$ cat config.mk
export PLATFORM = sky130hd
export DESIGN_NAME = logic_pipe_stage_flat
export DESIGN_NICKNAME = d
export VERILOG_FILES = /design/src/rtl/logic_pipe_stage_pkg.sv /design/src/rtl/logic_pipe_stage_if.sv /design/src/rtl/logic_pipe_stage_gates.sv /design/src/rtl/logic_result_queue.sv /design/src/rtl/logic_pipe_stage.sv /design/src/flat_wrapper.sv
export SDC_FILE = /design/constraint.sdc
export NUM_CORES = 1
export LEC_CHECK = 0
export CORE_AREA = 2 2 136 138
export DETAILED_ROUTE_END_ITERATION = 8
export DIE_AREA = 0 0 138 140
export PLACE_DENSITY = 0.49
export SYNTH_ARGS = -nofsm -noshare
export SYNTH_HDL_FRONTEND = slang
export SYNTH_SLANG_ARGS = --single-unit
$ cat constraint.sdc
create_clock -name CLK -period 5.3 [get_ports CLK]
set_input_delay 0.795 -clock CLK [delete_from_list [all_inputs] [get_ports CLK]]
set_output_delay 0.795 -clock CLK [all_outputs]
set_load 0.005 [all_outputs]
$ cat src/rtl/logic_pipe_stage_pkg.sv
// logic_pipe_stage_pkg: opcodes, queue depth and queue state type shared by the logic stage
package logic_pipe_stage_pkg;
  localparam logic [2:0] LOGIC_AND    = 3'b000;
  localparam logic [2:0] LOGIC_OR     = 3'b001;
  localparam logic [2:0] LOGIC_NOR    = 3'b010;
  localparam logic [2:0] LOGIC_INV_A  = 3'b011;
  localparam logic [2:0] LOGIC_INV_B  = 3'b100;
  localparam logic [2:0] LOGIC_PASS_A = 3'b101;
  localparam int QUEUE_DEPTH = 2;
  typedef enum logic [1:0] {Q_EMPTY = 2'd0, Q_ONE = 2'd1, Q_TWO = 2'(QUEUE_DEPTH)} q_state_t;
  function automatic logic is_legal(input logic [2:0] oprn);
    return oprn <= LOGIC_PASS_A;
  endfunction
endpackage

$ cat src/rtl/logic_pipe_stage_if.sv
// logic_pipe_stage_if: op request handshake, result handshake and op counter of the logic stage
interface logic_pipe_stage_if #(parameter int DATA_WIDTH = 32);
  logic                  in_valid;
  logic                  in_ready;
  logic [2:0]            oprn;
  logic [DATA_WIDTH-1:0] op1;
  logic [DATA_WIDTH-1:0] op2;
  logic                  out_valid;
  logic                  out_ready;
  logic [DATA_WIDTH-1:0] result;
  logic                  zero;
  logic                  err;
  logic [15:0]           op_count;
  modport master(output in_valid, oprn, op1, op2, out_ready,
                 input in_ready, out_valid, result, zero, err, op_count);
  modport slave(input in_valid, oprn, op1, op2, out_ready,
                output in_ready, out_valid, result, zero, err, op_count);
endinterface

$ cat src/rtl/logic_pipe_stage_gates.sv
// logic_pipe_stage_gates: 32-bit gate arrays; ports Y (out), A/B (in)
module AND32_2x1(output logic [31:0] Y, input logic [31:0] A, input logic [31:0] B);
  assign Y = A & B;
endmodule

module OR32_2x1(output logic [31:0] Y, input logic [31:0] A, input logic [31:0] B);
  assign Y = A | B;
endmodule

module NOR32_2x1(output logic [31:0] Y, input logic [31:0] A, input logic [31:0] B);
  assign Y = ~(A | B);
endmodule

module INV32_1x1(output logic [31:0] Y, input logic [31:0] A);
  assign Y = ~A;
endmodule

$ cat src/rtl/logic_result_queue.sv
// logic_result_queue: 2-entry skid FIFO; ports clk, rst, push, pop, din, head (registered), count
module logic_result_queue
  import logic_pipe_stage_pkg::*;
#(parameter int W = 34) (
  input  logic         clk,
  input  logic         rst,
  input  logic         push,
  input  logic         pop,
  input  logic [W-1:0] din,
  output logic [W-1:0] head,
  output q_state_t     count
);
  logic [W-1:0] tail;
  always_ff @(posedge clk) begin
    if (rst) begin
      count <= Q_EMPTY;
      head  <= '0;
      tail  <= '0;
    end else begin
      case (count)
        Q_EMPTY: if (push) begin
          head  <= din;
          count <= Q_ONE;
        end
        Q_ONE: begin
          if (push && pop) head <= din;
          else if (push) begin
            tail  <= din;
            count <= Q_TWO;
          end else if (pop) count <= Q_EMPTY;
        end
        Q_TWO: if (pop) begin
          head  <= tail;
          count <= Q_ONE;
        end
        default: count <= Q_EMPTY;
      endcase
    end
  end
endmodule

$ cat src/rtl/logic_pipe_stage.sv
// logic_pipe_stage: logic op stage; ports CLK, RST, bus (op request in, queued RESULT/ZERO/ERR out, op_count)
module logic_pipe_stage
  import logic_pipe_stage_pkg::*;
#(parameter int DATA_WIDTH = 32) (
  input logic               CLK,
  input logic               RST,
  logic_pipe_stage_if.slave bus
);
  logic [DATA_WIDTH-1:0] and_y, or_y, nor_y, inv_a, inv_b, res;
  logic [15:0] op_count;
  logic accept, pop, legal;
  q_state_t count;
  AND32_2x1 u_and(.Y(and_y), .A(bus.op1), .B(bus.op2));
  OR32_2x1  u_or (.Y(or_y),  .A(bus.op1), .B(bus.op2));
  NOR32_2x1 u_nor(.Y(nor_y), .A(bus.op1), .B(bus.op2));
  INV32_1x1 u_inv_a(.Y(inv_a), .A(bus.op1));
  INV32_1x1 u_inv_b(.Y(inv_b), .A(bus.op2));
  assign legal = is_legal(bus.oprn);
  always_comb begin
    res = bus.oprn == LOGIC_AND   ? and_y :
          bus.oprn == LOGIC_OR    ? or_y  :
          bus.oprn == LOGIC_NOR   ? nor_y :
          bus.oprn == LOGIC_INV_A ? inv_a :
          bus.oprn == LOGIC_INV_B ? inv_b :
          bus.oprn == LOGIC_PASS_A ? bus.op1 : '0;
  end
  assign accept = bus.in_valid & bus.in_ready;
  assign pop    = bus.out_valid & bus.out_ready;
  logic_result_queue #(.W(DATA_WIDTH + 2)) u_queue (
    .clk(CLK),
    .rst(RST),
    .push(accept),
    .pop(pop),
    .din({~legal, ~|res, res}),
    .head({bus.err, bus.zero, bus.result}),
    .count(count)
  );
  // readiness depends only on queue state and reset, never on out_ready
  assign bus.in_ready  = (count != Q_TWO) & ~RST;
  assign bus.out_valid = count != Q_EMPTY;
  assign bus.op_count  = op_count;
  always_ff @(posedge CLK) begin
    if (RST) op_count <= '0;
    else if (accept) op_count <= op_count + 16'd1;
  end
endmodule

$ cat src/flat_wrapper.sv
// flat-port wrapper written by rule: the top's interface ports become plain ports
module logic_pipe_stage_flat import logic_pipe_stage_pkg::*;
#(parameter int DATA_WIDTH = 32)
  (CLK, RST, bus_in_valid, bus_oprn, bus_op1, bus_op2, bus_out_ready, bus_in_ready, bus_out_valid, bus_result, bus_zero, bus_err, bus_op_count);
  logic_pipe_stage_if #(.DATA_WIDTH(DATA_WIDTH)) bus_i ();
  input logic CLK;
  input logic RST;
  input wire logic [$bits(bus_i.in_valid)-1:0] bus_in_valid;
  input wire logic [$bits(bus_i.oprn)-1:0] bus_oprn;
  input wire logic [$bits(bus_i.op1)-1:0] bus_op1;
  input wire logic [$bits(bus_i.op2)-1:0] bus_op2;
  input wire logic [$bits(bus_i.out_ready)-1:0] bus_out_ready;
  output wire logic [$bits(bus_i.in_ready)-1:0] bus_in_ready;
  output wire logic [$bits(bus_i.out_valid)-1:0] bus_out_valid;
  output wire logic [$bits(bus_i.result)-1:0] bus_result;
  output wire logic [$bits(bus_i.zero)-1:0] bus_zero;
  output wire logic [$bits(bus_i.err)-1:0] bus_err;
  output wire logic [$bits(bus_i.op_count)-1:0] bus_op_count;
  assign bus_i.in_valid = bus_in_valid;
  assign bus_i.oprn = bus_oprn;
  assign bus_i.op1 = bus_op1;
  assign bus_i.op2 = bus_op2;
  assign bus_i.out_ready = bus_out_ready;
  assign bus_in_ready = bus_i.in_ready;
  assign bus_out_valid = bus_i.out_valid;
  assign bus_result = bus_i.result;
  assign bus_zero = bus_i.zero;
  assign bus_err = bus_i.err;
  assign bus_op_count = bus_i.op_count;
  logic_pipe_stage #(.DATA_WIDTH(DATA_WIDTH)) u_core (.CLK(CLK), .RST(RST), .bus(bus_i));
endmodule
Word-level counts from Yosys, hierarchy flattened
Index checks and enable logic that the tools add are counted.

word-level totals
  RAM bits = 0
  memory bits (read-only) = 0
  register bits after elaboration = 86
  latch bits = 0
  input port bits = 71
  memories = 0
  output and inout port bits = 52
  word-level logic and storage cells = 56

operators by class
  muxes and demuxes = 16
  divide/modulo/power cells = 0
  order comparisons = 1
  add/subtract/negate cells = 1
  shifts and indexed selects = 0
  reduce and logical (&&, ||, !) cells = 10
  bitwise logic cells = 11
  eq/ne operators = 13
  multiply operators = 0

operator list
  cell                                                 count
  2-to-1 mux 32 bit                                    6
  2-to-1 mux 34 bit                                    3
  case mux 34 bit (3 select lines)                     1
  NOT 32 bit                                           3
  AND 32 bit                                           1
  OR 32 bit                                            1
  OR reduction 32 bit                                  1
  adder 16 x 1 -> 16 bit, second input constant        1
  2-to-1 mux 2 bit                                     5
  inequality test 2 bit, second input constant         5
  AND reduction 4 bit                                  2
  equality test 3 x 2 -> 1 bit, second input constant  2
  equality test 3 bit, second input constant           2
  case mux 2 bit (3 select lines)                      1
  AND 1 bit                                            3
  equality test 3 x 1 -> 1 bit, second input constant  1
  <= comparator 3 bit, second input constant           1
  logical NOT 3 bit                                    1
  inequality test 3 bit, second input constant         1
  NOT 1 bit                                            3
  AND reduction 3 bit                                  1
  nonzero test 3 bit                                   1
  equality test 2 x 1 -> 1 bit, second input constant  1
  equality test 2 bit, second input constant           1
  other kinds (4)                                      4

Longest topological paths before layout
  depth in word-level cells = 11
  gate-level depth with buffers = 9
  gate-level depth less buffers = 6

By module
Synthesis repeated with hierarchy kept, for this count alone.

second synthesis, totals
  cells, all modules = 803
  area, all modules = 6423.7 um2

modules (own cells, without submodules)
  module              area each (um2)  sequential area each (um2)  times used  cells an instance
  logic_result_queue  3136.8           1401.3                      1           325
  logic_pipe_stage    2526.2           320.3                       1           318
  INV32_1x1           120.1            0.0                         2           32
  AND32_2x1           200.2            0.0                         1           32
  OR32_2x1            200.2            0.0                         1           32
  NOR32_2x1           120.1            0.0                         1           32

Worst setup path after synthesis
Ideal clock, no wire load.

  kind = input port to output port
  start = input RST
  end = output bus_in_ready
  stages on the path = 4
  data arrival time = 1.578 ns
  slack = 2.927 ns
  required time = 4.505 ns
  path buffers = 3
  cell sequence = buf_2 > clkbuf_1 > clkbuf_1 > nor2_1

on the way
  word-level cells in the longest chain between the ends = 2

RTL lines
  what             line                    source
  start, declared  flat_wrapper.sv:7       input logic RST;
  NOT 1 bit        logic_pipe_stage.sv:39  assign bus.in_ready = (count != Q_TWO) & ~RST;
  AND 1 bit        logic_pipe_stage.sv:39
  end, declared    flat_wrapper.sv:13      output wire logic [$bits(bus_i.in_ready)-1:0] bus_in_ready;

No other way between the ends.

Final worst setup path
  start = input bus_oprn[2]
  end = register u_core.u_queue.head[32]

on the way
  word-level cells in the longest chain between the ends = 11
  elaborated cells on any way between the ends = 17
  those cells by class = 5 x eq/ne; 9 x mux; 3 x reduce/logical

RTL lines
  what                                         line                                                source
  start, declared                              flat_wrapper.sv:9                                   input wire logic [$bits(bus_i.oprn)-1:0] bus_oprn;
  equality test 3 bit                          logic_pipe_stage.sv:25                              bus.oprn == LOGIC_PASS_A ? bus.op1 : '0;
  2-to-1 mux 32 bit                            logic_pipe_stage.sv:25
  2-to-1 mux 32 bit                            logic_pipe_stage.sv:24                              bus.oprn == LOGIC_INV_B ? inv_b :
  2-to-1 mux 32 bit                            logic_pipe_stage.sv:23                              bus.oprn == LOGIC_INV_A ? inv_a :
  2-to-1 mux 32 bit                            logic_pipe_stage.sv:22                              bus.oprn == LOGIC_NOR ? nor_y :
  2-to-1 mux 32 bit                            logic_pipe_stage.sv:21                              bus.oprn == LOGIC_OR ? or_y :
  2-to-1 mux 32 bit *                          logic_pipe_stage.sv:20                              res = bus.oprn == LOGIC_AND ? and_y :
  OR reduction 32 bit *                        logic_pipe_stage.sv:34                              .din({~legal, ~|res, res}),
  logical NOT 1 bit *                          logic_pipe_stage.sv:34
  2-to-1 mux 34 bit, on equally long branches  logic_result_queue.sv:26, logic_result_queue.sv:21
  case mux 34 bit (3 select lines) *           logic_result_queue.sv:20                            case (count)
  end signal, assigned                         logic_result_queue.sv:22                            head <= din;
  end signal, assigned                         logic_result_queue.sv:26                            if (push && pop) head <= din;
  end signal, assigned                         logic_result_queue.sv:33                            head <= tail;
  end, declared                                logic_result_queue.sv:10                            output logic [W-1:0] head,

Mark *: on every way between the ends. The rest lies on a longest branch, timed or not. The select of a mux whose other input is x is not followed.
A chain may end at the register's enable or synchronous reset.

==> flow_metrics.tcl <==
set metrics [dict create \
    status "completed" \
    crit_fanout 31 \
    antenna_left 0 \
    yosys.area.top_type "dfxtp_1" \
    nets 888 \
    relSlewSlack_pct 14.87 \
    remaining_drc_errors 0 \
    r2r_end "u_core.u_queue.head[4]" \
    fin_skew_ns 0.009132 \
    hold_viol 0 \
    cts_tree "built" \
    synth_cell_types 41 \
    num_antenna_cells 0 \
    coreArea_sq_um 17780 \
    holdBufCountCts 0 \
    dp_hpwl_microns 11410 \
    rsz0062_at_grt "no" \
    vias 5476 \
    root_buffer "clkbuf_16" \
    pre_cts_slack_ns 1.648 \
    pin_count 123 \
    finalSetupViolCount 0 \
    wl_per_cell_microns 15.52 \
    min_from "u_core.u_queue.head[0]" \
    crit_arrival_ns 3.56 \
    worst_pin_slew_ns 1.277 \
    slowest_delay_ns 0.88 \
    netlist.area_leader.share_pct 32.93 \
    ctsResizeCount 0 \
    clock_sinks 86 \
    drive_gt1_share_pct 5.359 \
    start_kind "input pin" \
    finalSetupTns_ns 0 \
    yosysWarnings 0 \
    slew_viol_final 0 \
    p_leak_uw 0.002459 \
    reg2reg_depth 6 \
    rows 49 \
    cts_htree_levels 3 \
    post-route-util_pct 38.36 \
    cts_setup_buffers 0 \
    grt_first_pass_wirelength_microns 26300 \
    place_congestion 0.8010 \
    grt_pass1_vias 4936 \
    power_uw 1603 \
    drv_cap 0 \
    wl_microns 16300 \
    whs_endpoint "u_core.u_queue.head[0]" \
    crit_type "input pin to register" \
    min_path_cells 2 \
    gr-total-overflow 0 \
    powerDensity_nw_per_um2 235.1 \
    antenna_found_initial 0 \
    postSynthAreaPerCell_sq_um 7.133 \
    initial_core_util_pct 29.41 \
    grt_max_degree 80 \
    ys_ff_latch 86 \
    dieArea_sq_um 19320 \
    cts_buffer_depth 2 \
    period_needed_ns 3.351 \
    required_ns 5.51 \
    grtUsageTotal_pct 16.55 \
    synth_fp_nets 805 \
    drt-vias-per-instance 5.215 \
    vdd_drop_max_mv 0.1532 \
    slowest_stage "clkdlybuf4s50_1" \
    die_x_microns 138 \
    reg2reg_from "u_core.u_queue.count[1]" \
    syn2layout_area_growth_pct 30.44 \
    final.setup.worst_slack_ns 1.949 \
    syn_inst 733 \
    cts_buffers 9 \
    cp_cell_sequence "clkdlybuf4s50_1 > nand2b_1 > buf_4 > a211o_1 > o211ai_1 > nor4_1 > nand4_1 > o41ai_1" \
    placed_cells 1034 \
    crit_family "buffers and inverters" \
    insertion_delay_ns 0.34 \
    reg2reg_slack_ns 3.16 \
    drt-initial-drc-count 330 \
    worst-path-buf-inv 2 \
    place.port_buffers 122 \
    max_freq_mhz 298.5 \
    drtPass1Iterations 5 \
    hp-class "register to register" \
    clk_pin_slew_ns 0.06 \
    min_period_over_period_pct 63.22 \
    ys_seq_area_share_pct 32.93 \
    cp-end-kind "register" \
    synth_area_leaders "dfxtp_1 33%, nor2_1 15%, a21oi_1 6.9%, a211o_1 5.2%, and3b_1 5.2%" \
    fin_cells 1050 \
    syn_area_sq_um 5229 \
    fp.dieH_microns 140 \
]
## sequential cells by signal, indices dropped and copies added, names as in the netlist
signal / cells
u_core.u_queue.head: 34
u_core.u_queue.count: 2
u_core.u_queue.tail: 34
u_core.bus.op_count: 16
## per-stage QoR
stage / cell area [sq um] / hold WS [ns]
final: 6820 / 0.4494
after global placement: 6546 / 0.4438
after global routing: 6820 / 0.4673
after detailed placement: 6546 / 0.4452
after CTS: 6820 / 0.4521
after floorplan: 5229 / 0.4366
## worst reg2reg max path: stages, from the launching register on
cell and delay (ns):
dfxtp_1 0.47, nor2b_2 0.19, buf_4 0.39, a22oi_2 0.16
buf_4 0.27, or3_1 0.44, a21oi_1 0.15
## synthesized netlist by cell type
| library cell | count |
|---|---|
| a211o_1 | 31 |
| a211oi_1 | 2 |
| a21o_1 | 1 |
| a21oi_1 | 72 |
| a22o_1 | 1 |
| a22oi_1 | 25 |
| a22oi_2 | 8 |
| a311oi_1 | 1 |
| and2_1 | 1 |
| and3_1 | 1 |
| and3b_1 | 31 |
| and4_1 | 1 |
| buf_1 | 1 |
| buf_2 | 20 |
| buf_4 | 1 |
| buf_6 | 3 |
| clkbuf_1 | 36 |
| dfxtp_1 | 86 |
| ha_1 | 1 |
| inv_1 | 3 |
| mux2i_1 | 1 |
| nand2_1 | 43 |
| nand2b_1 | 4 |
| nand3_1 | 11 |
| nand3b_1 | 1 |
| nand4_1 | 4 |
| nor2_1 | 206 |
| nor2b_1 | 3 |
| nor2b_4 | 1 |
| nor3_1 | 35 |
| nor4_1 | 7 |
| nor4b_2 | 1 |
| o211ai_1 | 31 |
| o21ai_0 | 7 |
| o22a_1 | 1 |
| o32a_1 | 1 |
| o41ai_1 | 2 |
| or2_2 | 1 |
| or3_1 | 38 |
| xnor2_1 | 3 |
| xor2_1 | 6 |
## layout make-up
cell class              instances  area [sq um]
well taps                     229         286.5
multi-input cells             583          3231
fillers                      1861         10960
inverters                       3         11.26
clock inverters                 7         48.80
clock buffers                   9         225.2
flip-flops and latches         86          1722
repair buffers                133          1296
## logic make-up (layout without fill, tap and decap cells)
family          after synthesis  in the layout  share of synthesized area [%]
mux                           1              1                         0.1914
xor+xnor                      9              9                          1.508
compound gates              183            183                          24.17
flops                        86             86                          32.93
buf+inv                      64            152                          5.576
fa+ha+maj                     1              1                         0.2393
simple gates                389            389                          35.39
## power breakdown
group,leakage [uW],total [uW],switching (uW),internal (uW)
combinational,0.00163,336,180,156
sequential,0.000698,685,15.1,670
clock,0.000136,583,265,318
total,0.00246,1600,460,1140
## per-layer routing
metal	up-vias	part of all wire, %	track usage, %	wire length [microns]
met3	19	6.4	2.462	1050
met2	185	44	24.91	7091
met1	2508	48	24.43	7893
met5	-	0	0	0
met4	0	1.6	4.887	265
li1	2764	-	-	-
## placed cells by master, fill, tap and decap left out, drive strengths merged, types with 2 or more instances in the layout
cell	instances
nor2	206
dfxtp	86
a21oi	72
nand4	4
clkbuf	9
nor2b	4
clkdlybuf4s50	120
nand3	11
o21ai	7
inv	4
buf	13
o41ai	2
nor4	7
o211ai	31
a22oi	33
and3b	31
xor2	6
clkinv	5
nand2	43
xnor2	3
nor3	35
a211oi	2
a211o	31
nand2b	4
or3	38
## how the worst max path moves through the flow
stage	startpoint	endpoint	slack, ns	depth (start not counted)
after floorplan	RST	bus_in_ready	2.93	4
after CTS	bus_oprn[2]	u_core.u_queue.head[32]	1.98	8
after global placement	bus_oprn[2]	u_core.u_queue.head[32]	1.71	8
final	bus_oprn[2]	u_core.u_queue.head[32]	1.95	8
after global routing	bus_oprn[2]	u_core.u_queue.head[32]	1.78	8
after detailed placement	bus_oprn[2]	u_core.u_queue.head[32]	1.65	8
Power figures use the tool's default switching activity.
